[config.mk]
export PLATFORM = sky130hd
export DESIGN_NAME = memory_arbiter
export DESIGN_NICKNAME = d
export VERILOG_FILES = /design/src/rtl/memory_arbiter.sv
export SDC_FILE = /design/constraint.sdc
export NUM_CORES = 1
export LEC_CHECK = 0
export ABC_AREA = 1
export CAP_MARGIN = 20
export CELL_PAD_IN_SITES_DETAIL_PLACEMENT = 1
export CELL_PAD_IN_SITES_GLOBAL_PLACEMENT = 1
export CORE_MARGIN = 2
export CORE_UTILIZATION = 14
export DETAILED_ROUTE_END_ITERATION = 8
export PLACE_DENSITY = 0.88
export SLEW_MARGIN = 20
export SYNTH_ARGS = -nofsm -noshare
export SYNTH_HDL_FRONTEND = slang
export SYNTH_SLANG_ARGS = --single-unit
[constraint.sdc]
create_clock -name CLK -period 4.8 [get_ports CLK]
set_input_delay 1.2 -clock CLK [delete_from_list [all_inputs] [get_ports CLK]]
set_output_delay 1.2 -clock CLK [all_outputs]
set_load 0.02 [all_outputs]
[src/rtl/memory_arbiter.sv]
// memory_arbiter: round-robin icache/dcache arbiter onto one RAM port, with timeout and sticky error
module memory_arbiter #(
  parameter int TIMEOUT = 64,
  parameter logic [31:0] ERRDATA = 32'hBAD1BAD1
) (
  input  logic        CLK,
  input  logic        nRST,
  input  logic        iREN,
  input  logic [31:0] iaddr,
  output logic        iwait,
  output logic [31:0] iload,
  input  logic        dREN,
  input  logic        dWEN,
  input  logic [31:0] daddr,
  input  logic [31:0] dstore,
  output logic        dwait,
  output logic [31:0] dload,
  output logic        ramREN,
  output logic        ramWEN,
  output logic [31:0] ramaddr,
  output logic [31:0] ramstore,
  input  logic [31:0] ramload,
  input  logic [1:0]  ramstate,
  output logic        err
);
  localparam int CW = $clog2(TIMEOUT + 1);
  typedef enum logic [1:0] {IDLE, DSERV, ISERV} state_t;
  state_t r_state;
  logic r_last_d, r_err;
  logic [CW-1:0] r_cnt;
  logic w_dsrv, w_isrv, w_srv, w_dreq, w_req, w_abort, w_fail, w_done;
  logic [31:0] w_data;
  assign w_dsrv = r_state == DSERV;
  assign w_isrv = r_state == ISERV;
  assign w_srv = w_dsrv | w_isrv;
  assign w_dreq = dREN | dWEN;
  assign w_req = w_dsrv ? w_dreq : iREN;
  assign w_abort = w_srv & ~w_req;
  assign w_fail = w_srv & w_req & (ramstate != 2'b10) & ((ramstate == 2'b11) | (r_cnt == CW'(TIMEOUT - 1)));
  assign w_done = w_srv & w_req & ((ramstate == 2'b10) | w_fail);
  assign w_data = w_fail ? ERRDATA : (w_dsrv & dWEN) ? '0 : ramload;
  assign ramREN = (w_dsrv & dREN & ~dWEN) | (w_isrv & iREN);
  assign ramWEN = w_dsrv & dWEN;
  assign ramaddr = w_dsrv ? daddr : w_isrv ? iaddr : '0;
  assign ramstore = w_dsrv ? dstore : '0;
  assign dwait = ~(w_dsrv & w_done);
  assign dload = (w_dsrv & w_done) ? w_data : '0;
  assign iwait = ~(w_isrv & w_done);
  assign iload = (w_isrv & w_done) ? w_data : '0;
  assign err = r_err;
  // grant in IDLE (round-robin on contention), then serve until completion, abort or timeout
  always_ff @(posedge CLK)
    if (!nRST) begin
      r_state <= IDLE;
      r_last_d <= 1'b0;
      r_cnt <= '0;
      r_err <= 1'b0;
    end else if (r_state == IDLE) begin
      r_cnt <= '0;
      if (w_dreq & (~iREN | ~r_last_d)) r_state <= DSERV;
      else if (iREN) r_state <= ISERV;
    end else if (w_done | w_abort) begin
      r_state <= IDLE;
      if (w_done) r_last_d <= w_dsrv;
      if (w_fail) r_err <= 1'b1;
    end else r_cnt <= r_cnt + 1'b1;
endmodule

Word-level counts from Yosys, hierarchy flattened

Cells that the tools add are included.

Register bits after elaboration: 11
Latch bits: 0
Memory bits (writable): 0
ROM bits: 0
Output and inout port bits: 133
Memories: 0

Add/subtract/negate cells: 1
Multipliers: 0
Divide/modulo/power cells: 0
Magnitude comparators: 0
Equal/unequal tests: 7
Shifts and indexed selects: 0
Muxes and demuxes: 12
Bitwise operators: 27
Reductions and logical operators: 6

Operator list:

| cell                                          | count |
|---|---|
| two-way mux 32 bit                            | 7 |
| bitwise AND 1 bit                             | 12 |
| two-way mux 2 bit                             | 4 |
| inverter 1 bit                                | 8 |
| adder 7 x 1 -> 7 bit, second input constant   | 1 |
| == test 7 x 6 -> 1 bit, second input constant | 1 |
| OR 1 bit                                      | 7 |
| == test 2 bit, second input constant          | 3 |
| AND reduction 3 bit                           | 2 |
| != test 3 x 2 -> 1 bit, second input constant | 1 |
| == test 2 x 1 -> 1 bit, second input constant | 1 |
| zero test 2 bit                               | 1 |
| != test 2 bit, second input constant          | 1 |
| AND reduction 2 bit                           | 1 |
| nonzero test 2 bit                            | 1 |
| OR reduction 2 bit                            | 1 |
| two-way mux 1 bit                             | 1 |

Depth between registers and ports, before layout

Gate-level depths: netlist of run 1.

Depth after elaboration: 10
Gate-level depth with buffers: 13
Mapped depth without buffers: 12

Worst setup path after synthesis of run 1

No wires, ideal clock.

Path kind: input to output
Start point: input port dWEN
End point: output port dload[10]
Arrival time: 2.259 ns
Required time: 3.600 ns
Path slack: 1.341 ns
Cell stages on the path: 10
Path buffers: 1
Path through: nor2_1 > nand2_1 > nand2_1 > nor2_2 > nand2_4 > nor2_4 > inv_1 > buf_4 > nand3_1 > nor2_1

Word-level cells in the longest chain between the ends: 9
Elaborated cells on any way between the ends: 12

RTL lines:

| item                           | RTL line | text |
|---|---|---|
| start, declared                | 13       | `input logic dWEN,` |
| OR 1 bit                       | 36       | `assign w_dreq = dREN \| dWEN;` |
| two-way mux 1 bit              | 37       | `assign w_req = w_dsrv ? w_dreq : iREN;` |
| bitwise AND 1 bit              | 39, 40   |  |
| bitwise AND 1 bit (2 in a row) | 39       | `assign w_fail = w_srv & w_req & (ramstate != 2'b10) & ((ramstate == 2'b11) \| (r_cnt == CW'(TIMEOUT - 1)));` |
| OR 1 bit                       | 40       | `assign w_done = w_srv & w_req & ((ramstate == 2'b10) \| w_fail);` |
| bitwise AND 1 bit              | 40       |  |
| bitwise AND 1 bit              | 47       | `assign dload = (w_dsrv & w_done) ? w_data : '0;` |
| two-way mux 32 bit *           | 47       |  |
| end, declared                  | 17       | `output logic [31:0] dload,` |

Every way passes the cells marked *; elsewhere a longest branch is shown, timed or not.

Worst setup path after layout of run 1

Start point: input port dWEN
End point: output port dload[14]

Same word-level chain as after synthesis.

==> results of run 1 <==
-- flip-flops by register name, indices dropped and copies added, names as in the netlist --
register / cells
r_last_d: 1
r_cnt: 7
r_state: 2
err: 1
-- power groups by stage --
stage                     sequential (mW)  clock [mW]  combinational (mW)
after global routing               0.0966       0.163               0.464
after global placement             0.0980           0               0.426
after CTS                          0.0965       0.159               0.435
after detailed placement           0.0981           0               0.432
after floorplan                    0.0978           0               0.191
final                              0.0965       0.156               0.429
-- worst min path at each step --
stage	start	endpoint	slack, ns	cells after the start
6_report	err	err	0.46	2
3_3_place_gp	err	err	0.45	2
3_5_place_dp	err	err	0.45	2
5_1_grt	err	err	0.48	2
2_1_floorplan	r_state[1]	r_state[1]	0.46	2
4_1_cts	err	err	0.46	2
-- metal layers --
metal  vias to the layer above  share of wire  GRT usage
met5                         -              0          0
met4                         0         0.0076    0.03015
met3                         5           0.10    0.04434
met2                       181           0.54     0.2915
met1                      1530           0.35     0.1374
li1                       1671              -          -
-- kinds of logic (layout without fill, tap and decap cells) --
logic type / after synthesis / count (layout)
simple gates: 258 / 258
buf+inv: 76 / 330
compound gates: 32 / 32
flops: 11 / 11
fa+ha+maj: 4 / 4
xor+xnor: 3 / 3
-- cells in the final DEF (no fill, tap or decap) --
cell type,n
a21oi_1,18
a21oi_2,10
buf_12,2
buf_4,8
clkbuf_1,1
clkbuf_16,3
clkdlybuf4s50_1,267
dfxtp_1,11
ha_1,3
ha_2,1
inv_1,47
inv_2,1
inv_4,1
nand2_1,124
nand2_2,6
nand2_4,1
nand3_1,48
nor2_1,73
nor2_2,2
nor2_4,1
nor3_1,3
o21ai_0,3
o22ai_1,1
xor2_1,3
-- tightest hold or removal path, cell delays in order (launching register included) --
cell	delay, ns
dfxtp_1	0.30
inv_1	0.06
a21oi_2	0.05
-- per-stage QoR --
stage                       util  hold WS [ns]  cells  setup WS, ns  instance area [um2]
final                     0.3657        0.4604    814        0.2695                 4823
after CTS                 0.3657        0.4602    814        0.2556                 4823
after floorplan                -        0.4558    384         1.341                 1891
after global routing      0.3657        0.4793    814        0.1125                 4823
after detailed placement  0.3597        0.4531    810        0.2566                 4745
after global placement    0.3597        0.4514    810        0.3025                 4745
-- layout make-up --
| cell class | instances | area, um2 |
|---|---|---|
| inverters | 49 | 186.4 |
| clock buffers | 4 | 78.83 |
| well taps | 176 | 220.2 |
| multi-input cells | 297 | 1345 |
| fillers | 1672 | 8367 |
| repair buffers | 277 | 2773 |
| flip-flops and latches | 11 | 220.2 |
==> impl_metrics.csv, run 1 <==
group,metric,value,unit
yosys,synthAdderAreaFrac,0.02647,
sta,fin_worst_skew,0.003179,ns
die,die_w,120.2,um
yosys,synth_xor_area_frac,0.01390,
power_and_ir_drop,ir_worst_vdd,0.06238,mV
die,fp-row-count,42,
sta,final_hold_viol_count,0,
setup_path,cp_max_fo,14,
setup_path,crit_buf_inv,4,
power_and_ir_drop,p_seq_frac,0.141,
yosys,yosys.area.top_type,"nand2_1",
yosys,synth.area.top_cells,"nand2_1 (25%), nor2_1 (14%), nand3_1 (13%), dfxtp_1 (12%), inv_1 (9.3%)",
sta,period_share,0.9439,
yosys,ys.flop_type,"dfxtp_1",
cts,cts_setup_buffers,0,
power_and_ir_drop,power.share.clock,0.229,
setup_path,endpoint,"dload[14]",
sta,setup_viol,0,
place,hpwl,9243,um
yosys,yosysTopAreaCellShare,0.2462,
setup_path,path_depth,12,
cts,cts_tree,"built",
sta,slew_viol_final,0,
setup_path,critPathCaptureType,"output port",
global_route,grt_pass1_wl,16660,um
run_status,outcome,"completed",
yosys,ys_ff_latch,11,
sta,relSlewSlack,0.5813,
power_and_ir_drop,power_switching,0.2574,mW
route,dr.pass1.iters,4,
place,io_buffers,267,
die,die_h,120.2,um
yosys,syn_area,1891,um2
route,drt-initial-drc-count,91,
cts,holdBufCountCts,0,
route,wl_per_cell,13.50,um
sta,rsz0062_at_grt,"no",
global_route,antenna_found_initial,0,
yosys,synth_top_family_by_area,"simple AND/OR/NAND/NOR gates",
setup_path,r2r_setup_slack,2.89,ns
die,initial_utilization,0.1433,
cts,cts_resized,0,
die,pin_count,268,
route,drc,0,
power_and_ir_drop,switching_share,0.3774,
min_path,hp-class,"flop to flop",
yosys,yosysWarnings,0,
setup_path,slowest_delay,0.62,ns
cts,cts_buffers,3,
yosys,synthMuxAreaShare,0,
setup_path,crit_arrival,3.33,ns
setup_path,worst-r2r-cell-count,12,
die,core-area,13190,um2
route,wirelength,10990,um
final_layout,antenna_cells,0,
yosys,yosys.area_share.simple,0.5645,
yosys,syn_area_per_cell,4.923,um2
setup_path,crit_path_start_kind,"input port",
power_and_ir_drop,power.internal,0.4246,mW
yosys,synthesis.nets,523,
place,globalplace.congestion,0.7654,
yosys,async_flop_share,0,
yosys,ys_types,24,
global_route,grt_max_degree,66,
yosys,seq_area_frac_synth,0.1165,
yosys,synth.most_common_cell,"nand2_1",
global_route,grt-ovfl-total,0,
route,vias,3387,
route,via_per_inst,4.161,
power_and_ir_drop,p_total,0.6819,mW
sta,fmax,0.2207,GHz
power_and_ir_drop,leakagePower,2.146,nW
die,dieArea,14450,um2
setup_path,path_cells,"clkdlybuf4s50_1 -> nor2_1 -> nand2_1 -> nand2_1 -> nor2_2 -> nand2_4 -> nor2_4 -> inv_1 -> buf_4 -> nand3_1 -> nor2_1 -> clkdlybuf4s50_1",
cts,cts_root_buffer,"clkbuf_16",
job,cap_violations,0,
power_and_ir_drop,pwr-share-comb,0.629,
setup_path,timing.rr.start,"r_state[1]",
yosys,synth.top_cells.by_count,"nand2_1 (124), nor2_1 (73), nand3_1 (48), inv_1 (47), a21oi_1 (18)",
yosys,synth_compound_area_frac,0.1052,
setup_path,worstSetupStartpoint,"dWEN",
cts,clkLatencyLatePin,0.24,ns
setup_path,critical_path_class,"input port to output port",
final_layout,area_delta_synth_final,155.1,%
power_and_ir_drop,p_per_area,141.4,nW/um2
cts,cts_max_path_buffers,2,
sta,period_needed,4.531,ns
setup_path,worstPathRequired,3.60,ns
cts,clock-sinks,11,
cts,clkTransAtPathRegs,0.04,ns
final_layout,drive_gt1_frac,0.05643,
setup_path,rr_endpoint,"r_cnt[6]",
setup_path,timing.critical_path.slowest_stage_cell,"clkdlybuf4s50_1",
setup_path,cp_top_family,"buffers and inverters",
sta,worst_pin_slew,0.6280,ns
final_layout,nets,778,
global_route,grt_pass1_vias,3430,
yosys,synth_edf_count,0,
sta,setup_tns,0,ns
route,ant_nets,0,
yosys,syn_inst,384,
cts,htreeDepth,1,
global_route,grtUsageTotal,0.1427,
Power figures use the tool's default switching activity.
==> inputs of run 2 (changes only) <==
Settings changed: RECOVER_POWER set to 25, SLEW_MARGIN 20 to unset.
==> run 2 against run 1 <==
Compared with the run above: worst setup slack better by 0.0050 ns; sequential power hardly changed; utilization fell by 0.057 points; flip-flop and latch count stayed put; non-clock buffer count did not move; largest cell class unchanged; cell count is the same; critical path depth did not move; largest power group unchanged; worst hold slack got worse by 0.0027 ns; critical endpoint unchanged; cell area is 0.16% lower; die area did not move; clock power hardly changed.
==> impl_metrics.csv, run 2 (synthesized netlist as in run 1, its figures left out) <==
group,metric,value,unit
global_route,grt_max_degree,66,
final_layout,fillCellCount,1671,
setup_path,timing.rr.start,"r_state[1]",
cts,cts_max_path_buffers,2,
setup_path,worst-r2r-cell-count,11,
cts,cts_tree,"built",
global_route,grt-ovfl-total,0,
final_layout,area_delta_synth_final,154.7,%
sta,final_hold_viol_count,0,
setup_path,r2r_setup_slack,2.74,ns
global_route,antenna_found_initial,0,
final_layout,finalNonFillerCells,814,
cts,cts_buffers,3,
place,hpwl,9243,um
cts,cts_root_buffer,"clkbuf_16",
final_layout,mostFrequentLayoutCells,"clkdlybuf4s50_1 (243), nand2_1 (125), nor2_1 (74), nand3_1 (48), inv_1 (47)",
sta,period_share,0.9428,
global_route,grtUsageTotal,0.1427,
global_route,grt_pass1_vias,3430,
route,drc,0,
route,ant_nets,0,
place,dpl_worst_slack,0.2566,ns
route,drt-initial-drc-count,90,
die,die_w,120.2,um
global_route,grt_pass1_wl,16660,um
die,die_h,120.2,um
setup_path,rr_endpoint,"r_cnt[6]",
die,initial_utilization,0.1433,
sta,setup_slack,0.2745,ns
setup_path,crit_path_start_kind,"input port",
cts,htreeDepth,1,
setup_path,critical_path_class,"input port to output port",
setup_path,critPathCaptureType,"output port",
sta,setup_viol,0,
final_layout,nets,778,
power_and_ir_drop,leakagePower,2.211,nW
sta,worst_pin_slew,1.210,ns
route,via_per_inst,4.161,
setup_path,cp_max_fo,14,
sta,slew_viol_final,0,
die,dieArea,14450,um2
setup_path,crit_arrival,3.33,ns
final_layout,antenna_cells,0,
min_path,hp-start,"err",
route,wirelength,10970,um
final_layout,drive_gt1_frac,0.05329,
final_layout,reg_top3,"r_cnt: 7 flops, r_state: 2 flops",
final_layout,largest_reg_flops,7,
setup_path,worstPathRequired,3.60,ns
place,globalplace.congestion,0.7654,
die,pin_count,268,
power_and_ir_drop,p_total,0.6760,mW
min_path,hold_end,"err",
place,dp.cells,810,
sta,relSlewSlack,0.1933,
power_and_ir_drop,p_per_area,140.4,nW/um2
route,wl_per_cell,13.47,um
run_status,outcome,"completed",
sta,period_needed,4.526,ns
cts,clkLatencyLatePin,0.24,ns
power_and_ir_drop,ir_worst_vdd,0.06252,mV
min_path,hp-class,"flop to flop",
cts,clock-sinks,11,
die,fp-row-count,42,
cts,cts_resized,0,
sta,setup_tns,0,ns
route,dr.pass1.iters,4,
route,vias,3387,
final_layout,final_common_cell,"clkdlybuf4s50_1",
setup_path,worstSetupStartpoint,"dWEN",
die,core-area,13190,um2
cts,clkTransAtPathRegs,0.04,ns
job,cap_violations,0,
cts,cts_setup_buffers,0,
sta,fin_worst_skew,0.003114,ns
sta,rsz0062_at_grt,"no",
place,io_buffers,267,
sta,fmax,0.2210,GHz
cts,holdBufCountCts,0,
min_path,whs_path_depth,2,
final_layout,top_register,"r_cnt",
## run 2: cell count changes in the layout (fill, tap and decap cells not counted)
cell	change
clkdlybuf4s50_1	-24
dlygate4sd3_1	+24
buf_4	-1
clkbuf_2	+1
nand2_1	+1
nand2_2	-1
nor2_1	+1
nor2_2	-1
## run 2: metrics by stage
| step | util | area (um2) | hold WS (ns) |
|---|---|---|---|
| floorplan | - | 1891 | 0.4558 |
| global placement | 0.3597 | 4745 | 0.4514 |
| detailed placement | 0.3597 | 4745 | 0.4531 |
| CTS | 0.3657 | 4823 | 0.4602 |
| global route | 0.3651 | 4816 | 0.4764 |
| finish | 0.3651 | 4816 | 0.4576 |
## run 2: power by group
group	internal, mW	leakage [nW]	total [mW]	switching [mW]
logic	0.214	2.08	0.423	0.209
registers	0.0945	0.0891	0.0965	0.00200
clock network	0.112	0.0382	0.157	0.0447
total	0.420	2.21	0.676	0.256
## run 2: layout make-up
| type | instances | area, um2 | share of cell area |
|---|---|---|---|
| repair buffers | 277 | 2770 | 0.5752 |
| multi-input cells | 297 | 1340 | 0.2783 |
| flip-flops and latches | 11 | 220.2 | 0.04573 |
| well taps | 176 | 220.2 | 0.04573 |
| inverters | 49 | 186.4 | 0.03871 |
| clock buffers | 4 | 78.83 | 0.01637 |
## run 2: worst max-delay path by stage
| stage | endpoint | slack (ns) | cells after the start |
|---|---|---|---|
| after CTS | dload[14] | 0.26 | 12 |
| after global routing | dload[7] | 0.09 | 11 |
| after global placement | dload[14] | 0.30 | 12 |
| after floorplan | dload[10] | 1.34 | 10 |
| after detailed placement | dload[14] | 0.26 | 12 |
| final | dload[14] | 0.27 | 12 |
## run 2: per-layer routing
metal | global-route usage | vias up | part of all wire
met4 | 0.03015 | 0 | 0.0077
met5 | 0 | - | 0
met1 | 0.1374 | 1530 | 0.35
li1 | - | 1671 | -
met3 | 0.04434 | 5 | 0.10
met2 | 0.2915 | 181 | 0.54
## run 2: critical path, cell delays in order
cell	delay (ns)
clkdlybuf4s50_1	0.43
nor2_1	0.19
nand2_1	0.08
nand2_1	0.08
nor2_1	0.07
nand2_4	0.09
nor2_4	0.04
inv_1	0.06
buf_4	0.19
nand3_1	0.11
nor2_1	0.15
clkdlybuf4s50_1	0.62
